===== config.mk =====
export PLATFORM = sky130hd
export DESIGN_NAME = enc_8_3_irq
export DESIGN_NICKNAME = d
export VERILOG_FILES = /design/src/rtl/enc_8_3_irq.sv
export SDC_FILE = /design/constraint.sdc
export NUM_CORES = 1
export LEC_CHECK = 0
export CORE_ASPECT_RATIO = 1.2
export CORE_UTILIZATION = 45
export CTS_CLUSTER_DIAMETER = 50
export DETAILED_ROUTE_END_ITERATION = 7
export DONT_BUFFER_PORTS = 1
export PLACE_DENSITY_LB_ADDON = 0.3
export SLEW_MARGIN = 10
export SYNTH_ARGS = -nofsm -noshare
export SYNTH_HDL_FRONTEND = slang
export SYNTH_SLANG_ARGS = --single-unit

===== constraint.sdc =====
create_clock -name clk -period 2.25 [get_ports clk]
set_clock_uncertainty 0.05 [all_clocks]
set_input_delay 0.675 -clock clk [delete_from_list [all_inputs] [get_ports clk]]
set_output_delay 0.675 -clock clk [all_outputs]
set_load 0.01 [all_outputs]

===== src/rtl/enc_8_3_irq.sv =====
// Sequential 8-to-3 priority encoder with a masked interrupt handshake.
// Requests latch into pending, the lowest eligible index is presented on irq/code, then ack/eoi.
module enc_8_3_irq #(
    parameter bit DETECT_EDGE = 1'b1
) (
    input  logic       clk,
    input  logic       rst,
    input  logic [7:0] req,
    input  logic       mask_we,
    input  logic [7:0] mask_in,
    output logic [7:0] mask,
    output logic       irq,
    output logic [2:0] code,
    input  logic       ack,
    input  logic       eoi,
    output logic       in_service,
    output logic [7:0] pending,
    output logic [1:0] state
);

    typedef enum logic [1:0] {
        IDLE    = 2'd0,
        PRESENT = 2'd1,
        SERVICE = 2'd2
    } state_t;

    state_t     state_q, state_d;
    logic [7:0] pending_q, mask_q, req_q;
    logic [7:0] set_bits, clr_bits, eligible;
    logic [2:0] code_q, code_d, winner;
    logic       irq_q, irq_d, in_service_q, in_service_d;

    // Handshake: irq/code offer a request; ack while irq=1 takes it and clears its
    // pending bit; in_service then holds until eoi. ack/eoi outside their state are ignored.

    assign set_bits = DETECT_EDGE ? (req & ~req_q) : req;
    assign eligible = pending_q & ~mask_q;

    always_comb begin
        clr_bits = 8'h00;
        if (state_q == PRESENT && ack) begin
            clr_bits[code_q] = 1'b1;
        end
    end

    // Scanning downward leaves the lowest set index as the winner.
    always_comb begin
        winner = 3'd0;
        for (int i = 7; i >= 0; i--) begin
            if (eligible[i]) begin
                winner = 3'(i);
            end
        end
    end

    always_comb begin
        state_d = state_q;
        code_d  = code_q;
        case (state_q)
            IDLE: begin
                if (eligible != 8'h00) begin
                    state_d = PRESENT;
                    code_d  = winner;
                end
            end
            PRESENT: begin
                if (ack) begin
                    state_d = SERVICE;
                end else if (mask_q[code_q]) begin
                    state_d = IDLE;
                end
            end
            SERVICE: begin
                if (eoi) begin
                    state_d = IDLE;
                end
            end
            default: state_d = IDLE;
        endcase
        irq_d        = (state_d == PRESENT);
        in_service_d = (state_d == SERVICE);
    end

    always_ff @(posedge clk) begin
        if (rst) begin
            state_q      <= IDLE;
            pending_q    <= 8'h00;
            mask_q       <= 8'hFF;
            req_q        <= 8'h00;
            code_q       <= 3'd0;
            irq_q        <= 1'b0;
            in_service_q <= 1'b0;
        end else begin
            state_q      <= state_d;
            // Set after clear so a same-cycle re-request survives the ack.
            pending_q    <= (pending_q & ~clr_bits) | set_bits;
            req_q        <= req;
            code_q       <= code_d;
            irq_q        <= irq_d;
            in_service_q <= in_service_d;
            if (mask_we) begin
                mask_q <= mask_in;
            end
        end
    end

    assign mask       = mask_q;
    assign pending    = pending_q;
    assign irq        = irq_q;
    assign code       = code_q;
    assign in_service = in_service_q;
    assign state      = state_q;

endmodule


==> summary.md <==
| Metric | Value |
|---|---|
| Filler instances | 258 |
| Synth warn | 0 |
| CTS buffer count | 5 |
| Clock Sinks | 31 |
| Largest net degree at the start of global routing | 33 |
| Fmax | 587.5 MHz |
| Cts repair resizes | 0 |
| CP Buf/Inv Count | 0 |
| RSZ-0062 raised after global routing | false |
| Die W | 50.71 um |
| Detailed Place HPWL | 1907 um |
| Worst Path Required | 2.45 ns |
| Routability cong. | between 0.8 and 0.9 |
| Initial Util | 48.76% |
| H-Tree Depth | 2 |
| Routed vias/inst | 5.786 |
| Total negative setup slack | 0 ns |
| CP startpoint kind | flip-flop |
| Outcome | complete, no violations |
| Total die area | 0.003065 sq mm |
| Netlist Area Pre-Place | 0.001281 sq mm |
| Yosys cell types | 25 |
| Ant. Diodes | 0 |
| Post-CTS Repair Setup Buffers | 0 |
| Clock tree root driver cell | clkbuf_4 |
| Final setup viols | 0 |
| Fin crit share | 75.65% |
| WS Path Type | reg2reg |
| Final Hold Violating Endpoints | 0 |
| Drt total wl | ~2600 um |
| Max rail drop VDD | 0.4434 mV |
| Nets@finish | 155 |
| Power Dens Cells | 790.2 mW/mm^2 |
| DRC | 0 |
| DR iter-0 viols | 20 |
| CP arrival | 1.90 ns |
| Final core utilization | 50.81% |
| Slew at the pin closest to its max-slew limit | 0.4278 ns |
| FF-to-FF setup slack | 0.55 ns |
| Most common cell after layout, fill and taps aside | dfxtp_1 |
| Antenna viol nets, final | 0 |
| Syn Nets | 154 |
| CP max stage cell | mux4_1 |
| CORE AREA | 0.002628 sq mm |
| Number of global-route vias before repair | 959 |
| Most frequent cells in the layout | dfxtp_1 (31), nor2b_1 (18), nand2b_1 (18) |
| Worst-path fanout max | 9 |
| Max-Cap Viols | 0 |
| Initial antenna violation count | 0 |
| Clk Latency, worst-skew pair | roughly 0.32 ns |
| Worst hold slack | 0.3644 ns |
| Cell family with most CP delay | multiplexers |
| Area of the multi-input gates | between 600 and 700 sq um |
| Worst slew margin | 71.44% |
| Clk pin slew, worst setup/hold paths | 0.09 ns |
| GRT Total Usage | between 10% and 20% |
| Hold crit path type | in2reg |
| Global-route wire length before repair | approximately 4100 um |
| Final setup margin | between 0.5 and 0.6 ns |
| FP Rows | 20 |
| Worst slack, placed | 0.5771 ns |
| Bufs on Longest Clock Path | 2 |
| CP max stage delay | 0.63 ns |
| Final Instance Count excl. Fillers | 168 |
| Hold_buf cts | 0 |
| Die H | 60.45 um |
| Crit path cell chain | mux4_1 -> nand2_1 -> nand4_1 -> a21oi_1 |
| Leak pwr | 0.4978 nW |
| Share of layout cells above drive strength 1 | 6.667% |
| DP Cell Count | between 150 and 200 |
| Cell count after synthesis | 133 |
| Total congestion overflow | 0 |
| Vias | 972 |
| Worst setup EP type | flip-flop |
| Port Buffer Count | 0 |
| TritonCTS clock tree | yes |
| Flops & latches, synth | 31 |
| Post-synthesis sequential area ratio | 48.44% |
| DRT Pass-1 Iters | 4 |
| Avg Cell Area, Syn | 9.633 sq um |
| Avg WL per Cell | 15.21 um |
| Reg area | 620.6 sq um |
| Min Tclk post-route | 1.702 ns |
| Ports | 44 |
| P&R area growth vs syn | 4.199% |
| Final Slew Violations | 0 |
## cell families after synthesis
logic type | synth area share [%]
AOI/OAI and AO/OA | 19.24
buffers and inverters | 3.222
DFF | 48.44
muxes | 4.102
and+or+nand+nor | 25.00
## worst paths after layout
| check | from | end | cells past startpoint |
|---|---|---|---|
| setup / recovery | code[2] | irq | 4 |
| hold / removal | rst | in_service | 1 |
| setup reg to reg | code[2] | irq | 4 |
| hold reg to reg | req_q[6] | pending[6] | 2 |
## sequential cells by signal (all words and copies together) (netlist names)
| register | count |
|---|---|
| req_q | 8 |
| irq | 1 |
| pending | 8 |
| in_service | 1 |
| state | 2 |
| code | 3 |
| mask | 8 |
## synth_stat cells (all sizes together)
master | number | area, sq um
a211o | 8 | 70.07
a211oi | 2 | 15.01
a21oi | 14 | 70.07
a31o | 1 | 8.760
a31oi | 1 | 6.260
buf | 2 | 22.52
clkbuf | 4 | 15.01
dfxtp | 31 | 620.6
inv | 1 | 3.750
mux4 | 2 | 52.55
nand2 | 5 | 18.77
nand2b | 18 | 112.6
nand3 | 1 | 5.000
nand3b | 1 | 7.510
nand4 | 4 | 25.02
nor2 | 3 | 11.26
nor2b | 18 | 112.6
nor3 | 1 | 5.000
o211ai | 1 | 7.510
o21ai | 9 | 45.04
o2bb2ai | 1 | 8.760
o31ai | 2 | 15.01
or2 | 1 | 6.260
or2b | 1 | 7.510
or3b | 1 | 8.760
## report_power, final
part | switching [W] | total, W | internal [W]
clock | 0.000173 | 0.000295 | 0.000122
sequential | 0.0000621 | 0.000652 | 0.000590
combinational | 0.0000473 | 0.000108 | 0.0000603
total | 0.000283 | 0.00105 | 0.000772
## layer usage
metal	wire (um)	global-route usage, %	up-vias
met5	0	0	-
met4	35	9.921	0
met3	234	8.020	4
met2	1281	31.62	46
met1	1004	19.06	444
li1	-	-	478
## area by class of cell
cell class	count	share of cell area, %
sequential	31	46.49
tap	33	3.093
multi-input combinational	95	46.39
inverter	1	0.2812
clock inverter	1	0.3749
clock buffer	7	3.374
## through the flow
step / area (sq um) / total power, W
finish: 1335 / 0.001055
global route: 1335 / 0.001115
CTS: 1335 / 0.001069
detailed placement: 1285 / 0.0007729
global placement: 1285 / 0.0007676
floorplan: 1281 / 0.0007586
Power figures use the tool's default switching activity.
